## src/rtl/clk_period_monitor.sv

```systemverilog
// Measures the period of a slow asynchronous clock in clk_in cycles, checks it
// against an expected value and keeps min/max/count statistics plus a stuck flag.
module clk_period_monitor #(
    parameter int COUNT_W        = 16,
    parameter int SYNC_STAGES    = 2,
    parameter int TIMEOUT_CYCLES = 4096,
    parameter int TOL            = 0
) (
    input  logic               clk_in,
    input  logic               rst_low_in,
    input  logic               meas_clk_in,
    input  logic               enable_in,
    input  logic               clear_in,
    input  logic [COUNT_W-1:0] expected_period_in,
    output logic [COUNT_W-1:0] period_out,
    output logic               period_valid_out,
    output logic [COUNT_W-1:0] min_period_out,
    output logic [COUNT_W-1:0] max_period_out,
    output logic [COUNT_W-1:0] sample_cnt_out,
    output logic               mismatch_out,
    output logic               stuck_out
);

    localparam logic [COUNT_W-1:0] TO_LAST = COUNT_W'(TIMEOUT_CYCLES - 1);
    localparam logic [COUNT_W-1:0] TOL_W   = COUNT_W'(TOL);
    localparam logic [COUNT_W-1:0] ONE     = COUNT_W'(1);

    typedef enum logic [1:0] {S_IDLE, S_ARM, S_MEAS} state_t;

    state_t               r_state, w_state_nxt;
    logic [SYNC_STAGES-1:0] r_sync;
    logic                 r_prev;
    logic [COUNT_W-1:0]   r_cnt, w_cnt_nxt, w_cnt_inc;
    logic                 w_edge, w_meas, w_timeout, w_restart;

    logic [COUNT_W-1:0]   r_period, r_min, r_max, r_samples;
    logic                 r_valid, r_mismatch, r_stuck;
    logic [COUNT_W-1:0]   w_min_base, w_max_base, w_samp_base, w_diff;
    logic                 w_mis_base, w_off;

    // Synchronizer; prev is one flop past the last stage for rising-edge detect
    always_ff @(posedge clk_in or negedge rst_low_in) begin
        if (!rst_low_in) begin
            r_sync <= '0;
            r_prev <= 1'b0;
        end else begin
            r_sync <= {r_sync[SYNC_STAGES-2:0], meas_clk_in};
            r_prev <= r_sync[SYNC_STAGES-1];
        end
    end

    assign w_edge    = r_sync[SYNC_STAGES-1] & ~r_prev;
    assign w_cnt_inc = (r_cnt == '1) ? r_cnt : r_cnt + ONE;

    always_ff @(posedge clk_in or negedge rst_low_in) begin
        if (!rst_low_in) begin
            r_state <= S_IDLE;
            r_cnt   <= '0;
        end else begin
            r_state <= w_state_nxt;
            r_cnt   <= w_cnt_nxt;
        end
    end

    // Timeout fires on the cycle cnt would reach TIMEOUT_CYCLES; an edge wins
    always_comb begin
        w_state_nxt = r_state;
        w_cnt_nxt   = r_cnt;
        w_meas      = 1'b0;
        w_timeout   = 1'b0;
        w_restart   = 1'b0;
        if (!enable_in) begin
            w_state_nxt = S_IDLE;
            w_cnt_nxt   = '0;
        end else begin
            case (r_state)
                S_IDLE: begin
                    w_cnt_nxt   = '0;
                    w_state_nxt = S_ARM;
                end
                S_ARM, S_MEAS: begin
                    if (w_edge) begin
                        w_meas      = (r_state == S_MEAS);
                        w_restart   = 1'b1;
                        w_cnt_nxt   = ONE;
                        w_state_nxt = S_MEAS;
                    end else if (r_cnt >= TO_LAST) begin
                        w_timeout   = 1'b1;
                        w_cnt_nxt   = '0;
                        w_state_nxt = S_ARM;
                    end else begin
                        w_cnt_nxt   = w_cnt_inc;
                    end
                end
                default: begin
                    w_state_nxt = S_IDLE;
                    w_cnt_nxt   = '0;
                end
            endcase
        end
    end

    // A clear on the measurement cycle is applied first, then the sample folds in
    assign w_min_base  = clear_in ? '1 : r_min;
    assign w_max_base  = clear_in ? '0 : r_max;
    assign w_samp_base = clear_in ? '0 : r_samples;
    assign w_mis_base  = clear_in ? 1'b0 : r_mismatch;
    assign w_diff      = (r_cnt >= expected_period_in) ? (r_cnt - expected_period_in)
                                                       : (expected_period_in - r_cnt);
    assign w_off       = (expected_period_in != '0) && (w_diff > TOL_W);

    always_ff @(posedge clk_in or negedge rst_low_in) begin
        if (!rst_low_in) begin
            r_period   <= '0;
            r_valid    <= 1'b0;
            r_min      <= '1;
            r_max      <= '0;
            r_samples  <= '0;
            r_mismatch <= 1'b0;
            r_stuck    <= 1'b0;
        end else begin
            r_valid <= w_meas;
            if (w_meas) begin
                r_period   <= r_cnt;
                r_min      <= (r_cnt < w_min_base) ? r_cnt : w_min_base;
                r_max      <= (r_cnt > w_max_base) ? r_cnt : w_max_base;
                r_samples  <= (w_samp_base == '1) ? w_samp_base : w_samp_base + ONE;
                r_mismatch <= w_mis_base | w_off;
            end else begin
                r_min      <= w_min_base;
                r_max      <= w_max_base;
                r_samples  <= w_samp_base;
                r_mismatch <= w_mis_base;
            end
            if (w_restart)
                r_stuck <= 1'b0;
            else if (w_timeout)
                r_stuck <= 1'b1;
            else if (clear_in)
                r_stuck <= 1'b0;
        end
    end

    assign period_out       = r_period;
    assign period_valid_out = r_valid;
    assign min_period_out   = r_min;
    assign max_period_out   = r_max;
    assign sample_cnt_out   = r_samples;
    assign mismatch_out     = r_mismatch;
    assign stuck_out        = r_stuck;

endmodule
```

## config.mk

```make
export PLATFORM = sky130hd
export DESIGN_NAME = clk_period_monitor
export DESIGN_NICKNAME = d
export VERILOG_FILES = /design/src/rtl/clk_period_monitor.sv
export SDC_FILE = /design/constraint.sdc
export NUM_CORES = 1
export LEC_CHECK = 0
export BUFFER_PORTS_ARGS = -buffer_cell sky130_fd_sc_hd__buf_2
export CAP_MARGIN = 30
export CORE_AREA = 3 3 178 93
export CTS_BUF_LIST = sky130_fd_sc_hd__clkbuf_8
export CTS_CLUSTER_SIZE = 20
export DETAILED_ROUTE_END_ITERATION = 6
export DIE_AREA = 0 0 181 96
export HOLD_SLACK_MARGIN = 0.1
export PLACE_DENSITY = 0.68
export SLEW_MARGIN = 20
export SYNTH_ARGS = -nofsm -noshare
export SYNTH_HDL_FRONTEND = slang
export SYNTH_SLANG_ARGS = --single-unit
```

## constraint.sdc

```tcl
create_clock -name clk_in -period 3.77 [get_ports clk_in]
set_clock_uncertainty 0.15 [all_clocks]
set_input_delay 0 -clock clk_in [delete_from_list [all_inputs] [get_ports clk_in]]
set_output_delay 0 -clock clk_in [all_outputs]
set_load 0.05 [all_outputs]
```

==> flow_summary_export.csv, run 1 <==
group,metric,value,unit
clocking,numCtsBuffers,9,
sta,final.period_utilization,0.9533,
route,drcViolationCount,0,
global_route,antenna_found_initial,0,
global_route,grt.met2_usage,0.3258,
route,ant_nets,0,
final_layout,layout.cells.most_common,"sky130_fd_sc_hd__buf_2",
final_layout,diodes,0,
yosys,edff_count_synth,0,
global_route,pin_count_of_the_biggest_net_entering_global_routing,57,
die,area_inside_the_core_boundary,15170,um^2
clocking,clock_sink_count,88,
global_route,global_route.peak_usage_layer,"met2",
die,die_width,181,um
place,pre_cts_slack,0.2330,ns
final_layout,area_growth_syn_to_layout,18.42,%
place,dpl.hpwl,13.18,mm
final_layout,layout.filler_cells,1473,
yosys,synthArstFlopShare,1.000,
global_route,grt.met1_usage,0.2714,
worst_setup_path,path_class,"register to register",
yosys,ys_warn_count,0,
die,floorplan.initialDensity,0.3948,
route,routed_wl,17.05,mm
die,design.portCount,88,
sta,slew_violations,0,
worst_setup_path,worst-endpoint-required,3.86,ns
yosys,synth-main-ff-cell,"sky130_fd_sc_hd__dfrtp_1",
final_layout,mostFrequentLayoutCells,"86 x sky130_fd_sc_hd__buf_2, 72 x sky130_fd_sc_hd__dfrtp_1, 67 x sky130_fd_sc_hd__ha_1, 63 x sky130_fd_sc_hd__nand2_1, 56 x sky130_fd_sc_hd__nor2_1",
sta,fmax,278.2,MHz
die,die_h,96,um
route,post_drt_wl_per_cell,17.35,um
sta,period_needed,3.594,ns
min_path,min-delay-path-class,"primary input to async pin",
route,drt-initial-drc-count,296,
worst_setup_path,end_kind,"register",
route,detailroute.via_count,5353,
clocking,worst_setup_hold_path_clk_slew,0.08,ns
sta,timing_hold_violations_final,0,
sta,max_slew.worst_pin.slew,0.9937,ns
pwr,vdd_ir_drop_max,146.6,uV
global_route,grt_first_pass_wirelength,27.26,mm
worst_setup_path,cp_max_fo,7,
sta,rsz0062_at_grt,"false",
die,row_count,32,
route,detail_route.first_pass.iterations,5,
final_layout,final_area,7094,um^2
place,globalplace.congestion,0.9323,
final_layout,multi_input_comb_area,3516,um^2
pwr,standby_leakage_power,3.589,nW
clocking,clock_path_buffers,2,
clocking,clock_latency,0.36,ns
place,placement.cell_area,6808,um^2
outcome,run_status,"finished clean",
final_layout,ff_latch_area,2222,um^2
clocking,cts_post_setup_buffers_inserted,0,
pwr,powerDensity,277.2,nW/um^2
yosys,post_synth_num_cell_types,59,
pwr,total_power,0.001967,W
yosys,synth_area_per_cell,9.009,um^2
sta,finalSetupTns,0,ns
die,fp.dieArea,17380,um^2
global_route,grt_total_usage,0.1944,
clocking,clock_tree.htree_level_count,3,
yosys,synthesis.area,5991,um^2
final_layout,drive_above_1_share,0.1977,
global_route,globalRouteOverflowTotal,0,
sta,layout_setup_ws,0.1759,ns
clocking,root_buffer,"sky130_fd_sc_hd__clkbuf_8",
global_route,groute.layer.met3.usage,0.02794,
sta,report.final.setup_viol,0,
clocking,tritoncts,"done",
yosys,postSynthRegisterBits,88,
yosys,syn-instance-count,665,
place,place.port_buffers,87,
global_route,grt_pass1_vias,5237,
worst_setup_path,rr_worst_depth,11,
sta,timing.slew.headroom,0.3346,
worst_setup_path,worst_ep_arrival_time,3.69,ns
route,post_drt_via_cell_ratio,5.446,
yosys,synth_sequential_area_ratio,0.3709,
worst_setup_path,critPathLaunchType,"register",
final_layout,num-nets-final,862,
job,max_cap_violations,0,
==> per-layer routing <==
metal  wire (um)  up-vias  part of all wire
met5           0        -                 0
met4         211        0             0.012
met3         669       16             0.039
met2        7956      118              0.47
met1        8214     2623              0.48
li1            -     2596                 -
==> cells in the mapped netlist, drive strengths merged, types with 3 or more instances <==
library cell	number	area [um^2]
a2111oi	4	35.03
a211o	3	26.28
a211oi	5	37.54
a21o	9	67.56
a21oi	33	165.2
a31oi	10	62.56
and2	4	28.78
and3	5	32.53
clkbuf	24	91.33
dfrtp	72	1802
dfstp	16	420.4
ha	67	838.3
inv	46	172.7
mux2	3	33.78
mux2i	34	340.3
nand2	63	236.5
nand2b	6	37.54
nand3	21	105.1
nand4	14	87.58
nor2	56	210.2
nor2b	14	87.58
nor3	18	90.09
nor4	12	75.07
o21a	9	67.56
o21ai	37	185.2
o21bai	3	22.52
o22ai	3	18.77
or3	6	42.54
or4	6	45.04
xnor2	19	166.4
xor2	10	87.58
==> cells by family (layout without fill, tap and decap cells) <==
family | after synthesis | after routing | synth area share
AO/OA/AOI/OAI | 139 | 139 | 0.1487
XOR/XNOR | 29 | 29 | 0.04240
adder cells (fa/ha/maj) | 67 | 67 | 0.1399
buffers and inverters | 74 | 185 | 0.04804
flip-flops | 88 | 88 | 0.3709
multiplexers | 37 | 37 | 0.06245
other | 1 | 4 | 0.0006260
AND/OR/NAND/NOR | 230 | 230 | 0.1869
==> sequential cells by signal, summed over array words and instances (netlist names) <==
name	count
max_period_out	16
min_period_out	16
period_out	16
r_cnt	16
sample_cnt_out	16
r_state	2
r_sync	2
mismatch_out	1
period_valid_out	1
r_prev	1
stuck_out	1
==> critical path, stage by stage (launching register included) <==
cell	delay, ns
sky130_fd_sc_hd__dfrtp_1	0.47
sky130_fd_sc_hd__clkinv_1	0.13
sky130_fd_sc_hd__ha_1	0.22
sky130_fd_sc_hd__a21o_1	0.21
sky130_fd_sc_hd__or3_1	0.33
sky130_fd_sc_hd__or3_4	0.36
sky130_fd_sc_hd__and2_4	0.16
sky130_fd_sc_hd__a41o_1	0.22
sky130_fd_sc_hd__or4_1	0.51
sky130_fd_sc_hd__nor4_1	0.33
sky130_fd_sc_hd__o22ai_1	0.15
sky130_fd_sc_hd__a22o_1	0.22
==> report_power, final <==
part / internal (W) / switching [W]
registers: 0.000958 / 0.0000111
clock network: 0.000357 / 0.000329
logic: 0.000111 / 0.000202
==> timing repair <==
| action | in CTS | in global routing |
|---|---|---|
| hold endpoints to repair | 77 | 0 |
| gates resized for setup | 0 | 2 |
| hold buffers | 7 | 0 |
| setup endpoints to repair | 0 | 1 |
==> path summary, 6_finish.rpt <==
| check | slack (ns) | startpoint | end |
|---|---|---|---|
| max | 0.18 | r_cnt[7]$_DFFE_PN0P_ | mismatch_out$_DFF_PN0_ |
| min in group clk_in | 0.16 | meas_clk_in | r_sync[0]$_DFF_PN0_ |
| max in group asynchronous | 2.44 | rst_low_in | min_period_out[10]$_DFF_PN1_ |
| min reg2reg | 0.21 | r_sync[0]$_DFF_PN0_ | r_sync[1]$_DFF_PN0_ |
| max reg2reg | 0.18 | r_cnt[7]$_DFFE_PN0P_ | mismatch_out$_DFF_PN0_ |
| min | 0.09 | rst_low_in | period_valid_out$_DFF_PN0_ |
==> layout make-up <==
cell class                 instances  share of cell area
sequential                        88              0.3132
multi-input combinational        506              0.4956
tap                              204             0.03598
timing repair buffer             121              0.1002
inverter                          48             0.02540
clock buffer                      12             0.02328
clock inverter                     4            0.006349
==> stage by stage <==
stage | std cells | hold WS, ns | utilization
3_5_place_dp | 960 | -0.03657 | 0.4486
6_report | 983 | 0.08723 | 0.4675
4_1_cts | 983 | 0.1113 | 0.4671
5_1_grt | 983 | 0.1374 | 0.4675
3_3_place_gp | 960 | -0.04615 | 0.4486
2_1_floorplan | 668 | -0.4456 | -
Power figures use the tool's default switching activity.
==> run 2, diff against run 1 <==
- CORE_AREA: 3 3 178 93 -> 3 3 190 99
- DIE_AREA: 0 0 181 96 -> 0 0 193 102
- PLACE_DENSITY: 0.68 -> 0.62
==> flow_summary_export.csv, run 2 (synthesized netlist as in run 1, its figures left out) <==
group,metric,value,unit
clocking,clock_tree.htree_level_count,3,
global_route,antenna_found_initial,0,
sta,timing_hold_violations_final,0,
route,routed_wl,17.41,mm
sta,slew_violations,0,
final_layout,final_area,7107,um^2
clocking,clock_sink_count,88,
worst_setup_path,path_class,"register to register",
route,post_drt_via_cell_ratio,5.267,
place,place.port_buffers,87,
route,post_drt_wl_per_cell,17.20,um
route,detail_route.first_pass.iterations,5,
die,area_inside_the_core_boundary,17270,um^2
sta,finalSetupTns,0,ns
place,placement.cell_area,6838,um^2
sta,rsz0062_at_grt,"false",
final_layout,num-nets-final,861,
route,drt-initial-drc-count,344,
clocking,numCtsBuffers,9,
clocking,worst_setup_hold_path_clk_slew,0.09,ns
clocking,clock_path_buffers,2,
die,design.portCount,88,
pwr,intPower,0.001370,W
clocking,clock_latency,0.36,ns
global_route,grt_total_usage,0.1767,
sta,period_needed,3.513,ns
global_route,globalRouteOverflowTotal,0,
route,drcViolationCount,0,
pwr,power.switching,0.0005571,W
pwr,power.clock.fraction,0.336,
die,die_h,102,um
die,fp.dieArea,19690,um^2
outcome,run_status,"finished clean",
die,floorplan.initialDensity,0.3469,
sta,report.final.setup_viol,0,
sta,fmax,284.7,MHz
pwr,powerDensity,271.2,nW/um^2
final_layout,diodes,0,
clocking,root_buffer,"sky130_fd_sc_hd__clkbuf_8",
final_layout,postLayoutCoreUtil,0.4115,
place,dpl.hpwl,13.29,mm
final_layout,drive_above_1_share,0.1992,
global_route,pin_count_of_the_biggest_net_entering_global_routing,68,
global_route,grt_pass1_vias,5093,
place,pre_cts_slack,0.2219,ns
worst_setup_path,worst_ep_arrival_time,3.61,ns
sta,timing.slew.headroom,0.4036,
final_layout,area_growth_syn_to_layout,18.63,%
worst_setup_path,critPathLaunchType,"register",
pwr,p_seq_frac,0.502,
place,globalplace.congestion,0.8800,
job,max_cap_violations,0,
global_route,grt_first_pass_wirelength,27.37,mm
final_layout,mostFrequentLayoutCells,"86 x sky130_fd_sc_hd__buf_2, 71 x sky130_fd_sc_hd__dfrtp_1, 66 x sky130_fd_sc_hd__ha_1, 63 x sky130_fd_sc_hd__nand2_1, 56 x sky130_fd_sc_hd__nor2_1",
route,ant_nets,0,
min_path,min-delay-path-class,"primary input to async pin",
die,die_width,193,um
pwr,power.combinational.fraction,0.162,
pwr,power.switching_fraction,0.2891,
clocking,tritoncts,"done",
sta,max_slew.worst_pin.slew,0.8946,ns
sta,layout_setup_ws,0.2570,ns
route,detailroute.via_count,5330,
die,row_count,34,
worst_setup_path,end_kind,"register",
worst_setup_path,worst-endpoint-required,3.87,ns
final_layout,layout.cells.most_common,"sky130_fd_sc_hd__buf_2",
pwr,vdd_ir_drop_max,210.1,uV
sta,final.period_utilization,0.9318,
worst_setup_path,cp_max_fo,7,
pwr,standby_leakage_power,3.571,nW
run 2: cell type report:
class	instances	area, um^2
Clock inverter	7	63.81
Multi-Input combinational cell	506	3520
Fill cell	1752	10160
Timing Repair Buffer	120	703.2
Inverter	48	180.2
Sequential cell	88	2223
Clock buffer	9	123.9
Tap cell	234	292.8
run 2: power groups by stage:
stage / Combinational, W / Sequential, W / Clock [W]
finish: 0.000312 / 0.000968 / 0.000647
global route: 0.000344 / 0.000970 / 0.000703
CTS: 0.000309 / 0.000968 / 0.000665
detailed placement: 0.000303 / 0.000986 / 0
global placement: 0.000303 / 0.000986 / 0
floorplan: 0.000167 / 0.00101 / 0
run 2: metrics by stage:
| stage | hold WS (ns) | cells | total power, W |
|---|---|---|---|
| floorplan | -0.4456 | 668 | 0.001175 |
| global placement | -0.01497 | 989 | 0.001289 |
| detailed placement | -0.01695 | 989 | 0.001289 |
| CTS | 0.1476 | 1012 | 0.001942 |
| global route | 0.1322 | 1012 | 0.002018 |
| finish | 0.1316 | 1012 | 0.001927 |
run 2: routing by layer:
| layer | track usage | share of wire | wire length [um] | vias to the layer above |
|---|---|---|---|---|
| li1 | - | - | - | 2596 |
| met1 | 0.2440 | 0.49 | 8472 | 2596 |
| met2 | 0.2956 | 0.46 | 8026 | 118 |
| met3 | 0.02879 | 0.037 | 645 | 20 |
| met4 | 0.03776 | 0.015 | 262 | 0 |
| met5 | 0 | 0 | 0 | - |
run 2: final timing paths:
kind | start | end | slack, ns | cells past startpoint
max in group asynchronous | rst_low_in | min_period_out[13]$_DFF_PN1_ | 2.40 | 3
min | rst_low_in | period_out[3]$_DFFE_PN0P_ | 0.13 | 2
min in group clk_in | meas_clk_in | r_sync[0]$_DFF_PN0_ | 0.15 | 2
min reg2reg | r_sync[0]$_DFF_PN0_ | r_sync[1]$_DFF_PN0_ | 0.20 | 0
max reg2reg | r_cnt[7]$_DFFE_PN0P_ | mismatch_out$_DFF_PN0_ | 0.26 | 10
max | r_cnt[7]$_DFFE_PN0P_ | mismatch_out$_DFF_PN0_ | 0.26 | 10
run 2: timing repair:
| item | 4_1_cts | 5_1_grt |
|---|---|---|
| setup endpoints to repair | 0 | 1 |
| resized for setup | 0 | 4 |
| hold buffers | 7 | 0 |
| endpoints found under the hold margin | 87 | 0 |
| setup buffers | 0 | 0 |
run 2: worst max-delay path, cell delays in order, from the launching register on:
cell	delay [ns]
sky130_fd_sc_hd__dfrtp_2	0.47
sky130_fd_sc_hd__ha_1	0.34
sky130_fd_sc_hd__a21o_1	0.24
sky130_fd_sc_hd__or3_1	0.32
sky130_fd_sc_hd__or3_4	0.37
sky130_fd_sc_hd__and2_4	0.16
sky130_fd_sc_hd__a41o_1	0.23
sky130_fd_sc_hd__or4_1	0.54
sky130_fd_sc_hd__nor4_2	0.26
sky130_fd_sc_hd__o22ai_1	0.12
sky130_fd_sc_hd__a22o_1	0.20
